===== src/rtl/fifo_rd_stream.sv =====
// Read-side adapter for the async FIFO: issues reads only when a skid slot is
// reserved, captures returning words, and presents them as a valid/ready stream.
module fifo_rd_stream #(
  parameter int DATA_WIDTH     = 65,
  parameter int BUF_ADDR_WIDTH = 2
) (
  input  logic                    Clk,
  input  logic                    Clear_in,
  input  logic                    fifo_empty,
  output logic                    fifo_rd_en,
  input  logic [DATA_WIDTH-1:0]   fifo_data,
  input  logic                    fifo_data_valid,
  output logic [DATA_WIDTH-1:0]   out_data,
  output logic                    out_valid,
  input  logic                    out_ready,
  output logic [BUF_ADDR_WIDTH:0] buf_count,
  output logic                    err_overflow,
  output logic                    err_unexpected,
  output logic [31:0]             deliver_count
);

  localparam int DEPTH = 1 << BUF_ADDR_WIDTH;
  localparam logic [BUF_ADDR_WIDTH:0] DEPTH_CNT = (BUF_ADDR_WIDTH+1)'(DEPTH);

  logic [DATA_WIDTH-1:0]   skid_mem [DEPTH];
  logic [BUF_ADDR_WIDTH-1:0] wr_ptr;
  logic [BUF_ADDR_WIDTH-1:0] rd_ptr;
  logic [BUF_ADDR_WIDTH:0]   count_q;
  logic                      inflight;
  logic                      overflow_q;
  logic                      unexpected_q;
  logic [31:0]               deliver_q;

  logic                      pop;
  logic                      has_space;
  logic                      push;
  logic [BUF_ADDR_WIDTH+1:0] occupancy;

  // A read is only issued if the word it returns already has a free slot,
  // counting the word still in flight from the previous cycle.
  always_comb begin
    occupancy  = {1'b0, count_q} + {{(BUF_ADDR_WIDTH+1){1'b0}}, inflight};
    fifo_rd_en = !Clear_in && !fifo_empty && (occupancy < {1'b0, DEPTH_CNT});
    out_valid  = (count_q != '0);
    pop        = out_valid && out_ready;
    has_space  = (count_q < DEPTH_CNT) || pop;
    push       = fifo_data_valid && has_space;
    out_data   = skid_mem[rd_ptr];
  end

  always_ff @(posedge Clk) begin
    if (Clear_in) begin
      wr_ptr       <= '0;
      rd_ptr       <= '0;
      count_q      <= '0;
      inflight     <= 1'b0;
      overflow_q   <= 1'b0;
      unexpected_q <= 1'b0;
      deliver_q    <= '0;
    end else begin
      inflight <= fifo_rd_en;
      if (push)
        wr_ptr <= wr_ptr + 1'b1;
      if (pop)
        rd_ptr <= rd_ptr + 1'b1;
      case ({push, pop})
        2'b10:   count_q <= count_q + 1'b1;
        2'b01:   count_q <= count_q - 1'b1;
        default: count_q <= count_q;
      endcase
      if (fifo_data_valid && !has_space)
        overflow_q <= 1'b1;
      if (fifo_data_valid && !inflight)
        unexpected_q <= 1'b1;
      if (pop && (deliver_q != 32'hFFFF_FFFF))
        deliver_q <= deliver_q + 32'd1;
    end
  end

  always_ff @(posedge Clk) begin
    if (push && !Clear_in)
      skid_mem[wr_ptr] <= fifo_data;
  end

  assign buf_count      = count_q;
  assign err_overflow   = overflow_q;
  assign err_unexpected = unexpected_q;
  assign deliver_count  = deliver_q;

endmodule


===== config.mk =====
export PLATFORM = sky130hd
export DESIGN_NAME = fifo_rd_stream
export DESIGN_NICKNAME = d
export VERILOG_FILES = /design/src/rtl/fifo_rd_stream.sv
export SDC_FILE = /design/constraint.sdc
export NUM_CORES = 1
export LEC_CHECK = 0
export CAP_MARGIN = 25
export CELL_PAD_IN_SITES_DETAIL_PLACEMENT = 0
export CELL_PAD_IN_SITES_GLOBAL_PLACEMENT = 1
export CORE_MARGIN = 4
export CORE_UTILIZATION = 40
export DETAILED_ROUTE_END_ITERATION = 6
export DONT_BUFFER_PORTS = 1
export PLACE_DENSITY = 0.58
export SKIP_CTS_REPAIR_TIMING = 1
export SLEW_MARGIN = 20
export SYNTH_ARGS = -nofsm -noshare
export SYNTH_HDL_FRONTEND = slang
export SYNTH_SLANG_ARGS = --single-unit
export TNS_END_PERCENT = 100

===== constraint.sdc =====
create_clock -name Clk -period 6.71 [get_ports Clk]
set_input_delay 0.3355 -clock Clk [delete_from_list [all_inputs] [get_ports Clk]]
set_output_delay 0.3355 -clock Clk [all_outputs]
set_load 0.05 [all_outputs]

==> results of run 1 <==
-- power groups by stage --
stage               Combinational (mW)  Clock (mW)  Sequential (mW)
floorplan                         1.03           0             2.26
global placement                  1.09           0             2.35
detailed placement                1.10           0             2.35
CTS                               1.10        1.73             2.31
global route                      1.20        1.82             2.31
finish                            1.15        1.68             2.29
-- state kept, by name (all words and copies together) (netlist names), named ones only --
signal          count
deliver_count      32
wr_ptr              2
err_unexpected      1
inflight            1
buf_count           3
rd_ptr              2
skid_mem          260
err_overflow        1
-- worst paths after layout --
check / from / endpoint / slack [ns] / cells past startpoint
worst min register to register: rd_ptr[0]$_SDFFE_PP0P_ / flop / 0.53 / 2
worst min-delay path: Clear_in / deliver_count[28]$_SDFFE_PP0P_ / 0.01 / 2
worst max register to register: deliver_count[0]$_SDFFE_PP0P_ / deliver_count[1]$_SDFFE_PP0P_ / 3.44 / 7
worst max-delay path: deliver_count[0]$_SDFFE_PP0P_ / deliver_count[1]$_SDFFE_PP0P_ / 3.44 / 7
-- cells in the mapped netlist (2+ instances only) --
cell type  count
mux4_2        65
and4_1         2
o21ai_0       10
and2_1        10
o21ai_1        3
or4_1          3
dfxtp_1       44
nand2b_1       2
or3_1         16
nor2b_1        3
nor4_1         5
and3_1         8
mux2_4         2
o21bai_1       2
buf_1          9
buf_2          4
a31o_2         3
inv_1         16
clkbuf_1      11
nand4_2        2
xnor2_1        5
nor2_1        27
nand4_1        7
a31oi_1        4
o31ai_1        6
edfxtp_1     260
ha_1           6
nand3_1        7
a21oi_1       21
mux2i_1        2
nor3_1         4
xor2_1         7
nand2_1       11
-- critical path, cell delays in order (launching register included) --
cell	delay (ns)
dfxtp_1	0.75
ha_1	0.33
nand4_2	0.18
or4_1	0.73
o31ai_1	0.63
buf_2	0.29
mux2i_1	0.19
nor2_1	0.05
-- metrics by stage --
step / total power, mW / utilization / cell area, um2
finish: 5.12 / 0.491 / 13800
detailed placement: 3.46 / 0.429 / 12100
CTS: 5.15 / 0.465 / 13100
floorplan: 3.29 / - / 11600
global route: 5.34 / 0.491 / 13800
global placement: 3.43 / 0.425 / 12000
-- area by class of cell --
class                      instances  area [um2]
tap                              378         473
timing repair buffer              76         841
fill                            2327       14300
sequential                       304        8700
antenna                            1        2.50
clock inverter                    25         231
multi-input combinational        256        2730
clock buffer                      32         779
inverter                          16        60.1
-- metal layers --
layer	vias to the layer above	track usage	wire, um
li1	2617	-	-
met1	3004	0.164	9010
met4	0	0.0293	339
met2	160	0.250	11900
met5	-	0	0
met3	34	0.0500	1840
-- cells by family after synthesis --
family | after synthesis | share of synthesized area
XOR/XNOR | 12 | 0.00909
flip-flops | 304 | 0.752
AND/OR/NAND/NOR | 111 | 0.0538
AO/OA/AOI/OAI | 56 | 0.0320
buffers and inverters | 40 | 0.0134
adder cells (fa/ha/maj) | 7 | 0.00823
multiplexers | 70 | 0.132
==> impl_metrics.yaml, run 1 <==
power_and_ir_drop:
  power_switching_mw: 1.64
  sequentialPowerShare: 0.447
  p_leak_nw: 4.33
  swShare: 0.320
  power_density_nw_per_um2: 371
  p_int_mw: 3.48
  p_clk_frac: 0.328
  peakVddDrop_v: 0.000300
  p_comb_frac: 0.225
placement:
  dpl.hpwl_um: 14100
  dp_cells: 961
  routabilityCongestion: 0.748
  portBuffers: 0
  post-place-ws_ns: 3.45
cells_and_area:
  final_common_cell: "edfxtp_1"
  layout.nets: 762
  layout.cells.non_filler: 1088
  final_cell_mix: "edfxtp_1, dlygate4sd3_1, mux4_2"
  layout-drive-gt1-share: 0.199
  syn_to_final_growth_pct: 19.5
logic_synthesis:
  yosys_most_used_dff: "edfxtp_1"
  yosysWarnings: 0
  yosys.cell_types.count: 46
  yosysTopAreaCellShare: 0.675
  ys_top_cells_by_area: "edfxtp_1, mux4_2, dfxtp_1, a21oi_1, nor2_1"
  ys_ff_latch: 304
  synth_top_area_cell: "edfxtp_1"
  syn_inst: 600
  async_flop_share: 0
  synth_edf_count: 260
  syn_nets: 677
  yosysSeqAreaShare: 0.752
  syn_area_per_cell_um2: 19.3
  netlist_area_um2: 11600
clock_tree:
  clock_sinks: 304
  insertion_delay_ns: 0.53
  cts_htree_levels: 1
  cts_made_buffers: 31
  path_clk_slew_ns: 0.06
  cts_tree: "yes"
  cts_max_path_buffers: 3
  clockRootBuffer: "clkbuf_16"
global_routing:
  grt_pass1_vias: 5817
  overflow: 0
  track_usage: 0.140
  grt_pass1_wl_um: 34400
  grt_max_degree: 66
  antenna_found_initial: 1
drt:
  drtIter0Drc: 335
  num_vias: 5815
  final_antenna_net_count: 0
  wirelength_um: 23100
  vias_per_cell: 5.34
  drc: 0
  wl_per_cell_um: 21.2
  drtPass1Iterations: 4
worst_setup_path:
  cp_max_fo: 7
  end_kind: "flop"
  required_ns: 7.14
  critical_path_class: "reg2reg"
  critPathLaunchType: "flop"
  arrival_ns: 3.69
timing:
  setup_viol: 0
  finClkSkew_ns: 0.00788
  slew_headroom: 0.500
  worst_slack_ns: 3.44
  rsz0062_at_grt: "no"
  finalCritPeriodShare: 0.487
  tightest_slew_ns: 0.743
  layout_min_cycle_time_ns: 3.27
  hold_viol: 0
  tns_ns: 0
  timing.hold.ws_ns: 0.0129
  max_freq_ghz: 0.306
  finalMaxSlewViolations: 0
floorplanning:
  num_rows: 61
  die_area_um2: 31700
  initial_core_util: 0.411
  die_w_um: 178
  io_pins: 174
  die_y_um: 178
  core_um2: 28200
hold_path:
  hold_class: "in2reg"
job:
  drv_cap: 0
status:
  status: "completed"
Note: power is estimated with default switching activity, not from simulation.
==> inputs of run 2 (changes only) <==
- PLACE_DENSITY: 0.58 -> 0.61
- clock period: 6.71 -> 3 ns (I/O delays scaled with it)
==> impl_metrics.yaml, run 2 (synthesized netlist as in run 1, its figures left out) <==
status:
  status: "completed"
timing:
  worst_slack_ns: 0.349
  finalMaxSlewViolations: 0
  finalCritPeriodShare: 0.884
  rsz0062_at_grt: "no"
  setup_viol: 0
  tns_ns: 0
  layout_min_cycle_time_ns: 2.65
  slew_headroom: 0.580
  finClkSkew_ns: 0.0111
  hold_viol: 0
  tightest_slew_ns: 0.630
  max_freq_ghz: 0.377
cells_and_area:
  largest_reg_flops: 260
  syn_to_final_growth_pct: 22.3
  layout-drive-gt1-share: 0.236
  fill_cells: 2292
  ff_latch_area_um2: 8700
  regMostFlops: "skid_mem"
  final_common_cell: "edfxtp_1"
  final_cell_mix: "edfxtp_1, dlygate4sd3_1, mux4_2"
  layout.nets: 807
  multi_input_area_um2: 2730
worst_setup_path:
  critical_path_class: "reg2reg"
  end_kind: "flop"
  critPathLaunchType: "flop"
  crit_path_top_delay_cell: "dlygate4sd3_1"
  crit_path_cell_trace: "ha_1, nand4_2, or3_1, a2111oi_4, xnor2_1, nor2_1, dlygate4sd3_1"
  arrival_ns: 3.03
  cp_max_fo: 8
  max_stage_delay_ns: 0.55
  required_ns: 3.38
floorplanning:
  die_w_um: 178
  io_pins: 174
  num_rows: 61
  core_um2: 28200
  initial_core_util: 0.411
  die_y_um: 178
  die_area_um2: 31700
placement:
  portBuffers: 0
  dpl.hpwl_um: 15100
  post-place-ws_ns: 0.596
  routabilityCongestion: 0.786
global_routing:
  grt_pass1_vias: 6101
  overflow: 0
  grt_max_degree: 51
  antenna_found_initial: 2
  track_usage: 0.145
  grt_pass1_wl_um: 35200
power_and_ir_drop:
  peakVddDrop_v: 0.000606
  power_density_nw_per_um2: 820
  p_leak_nw: 4.55
  power_mw: 11.6
drt:
  drtIter0Drc: 303
  num_vias: 5961
  drc: 0
  drtPass1Iterations: 6
  wirelength_um: 23500
  final_antenna_net_count: 0
  vias_per_cell: 5.25
  wl_per_cell_um: 20.7
clock_tree:
  insertion_delay_ns: 0.50
  cts_made_buffers: 34
  cts_htree_levels: 2
  clockRootBuffer: "clkbuf_16"
  path_clk_slew_ns: 0.06
  clock_sinks: 304
  cts_max_path_buffers: 3
  cts_tree: "yes"
job:
  drv_cap: 0
hold_path:
  hold_class: "in2reg"
==> run 2: changes by cell type in the layout (fill, tap and decap cells not counted), sizes merged, moves of 3 or more <==
cell         delta
dlygate4sd3     +3
bufinv          -3
clkbuf         +10
buf            +39
==> run 2: final timing paths <==
kind	to	cells past startpoint	slack, ns	start
min reg2reg	flop	2	0.52	rd_ptr[1]$_SDFFE_PP0P_
min	deliver_count[21]$_SDFFE_PP0P_	3	0.03	Clear_in
max reg2reg	deliver_count[18]$_SDFFE_PP0P_	7	0.35	deliver_count[0]$_SDFFE_PP0P_
max	deliver_count[18]$_SDFFE_PP0P_	7	0.35	deliver_count[0]$_SDFFE_PP0P_
==> run 2: layout make-up <==
type                            instances  share of cell area
Sequential cell                       304               0.615
Antenna cell                            3            0.000531
Tap cell                              378              0.0334
Multi-Input combinational cell        256               0.193
Timing Repair Buffer                  118              0.0803
Clock inverter                         18             0.00947
Clock buffer                           42              0.0638
Inverter                               16             0.00425
==> run 2: critical path, delay by kind of cell (launching register included) <==
kind                     cells  cell delay [ns]
flip-flops                   1             0.34
buffers and inverters        1             0.55
adder cells (fa/ha/maj)      1             0.23
XOR/XNOR                     1             0.18
AO/OA/AOI/OAI                1             0.49
AND/OR/NAND/NOR              3             0.75
==> run 2: layer usage <==
metal,vias to the layer above,routed length [um],global-route usage
li1,2702,-,-
met1,3083,9060,0.165
met2,147,12200,0.251
met3,29,1850,0.0617
met4,0,393,0.0380
met5,-,0,0
==> run 2: through the flow <==
step	util	area [um2]	cells	hold WS [ns]
global route	0.502	14100	1134	0.0330
global placement	0.440	12400	1001	0.221
finish	0.502	14100	1135	0.0255
CTS	0.476	13400	1061	-0.303
detailed placement	0.440	12400	1001	0.223
floorplan	-	11600	600	0.227
==> run 2: power by group <==
part	internal, mW	switching, mW	leakage [nW]
Combinational	0.836	1.98	1.33
Sequential	4.81	0.178	2.72
Clock	2.23	1.57	0.502
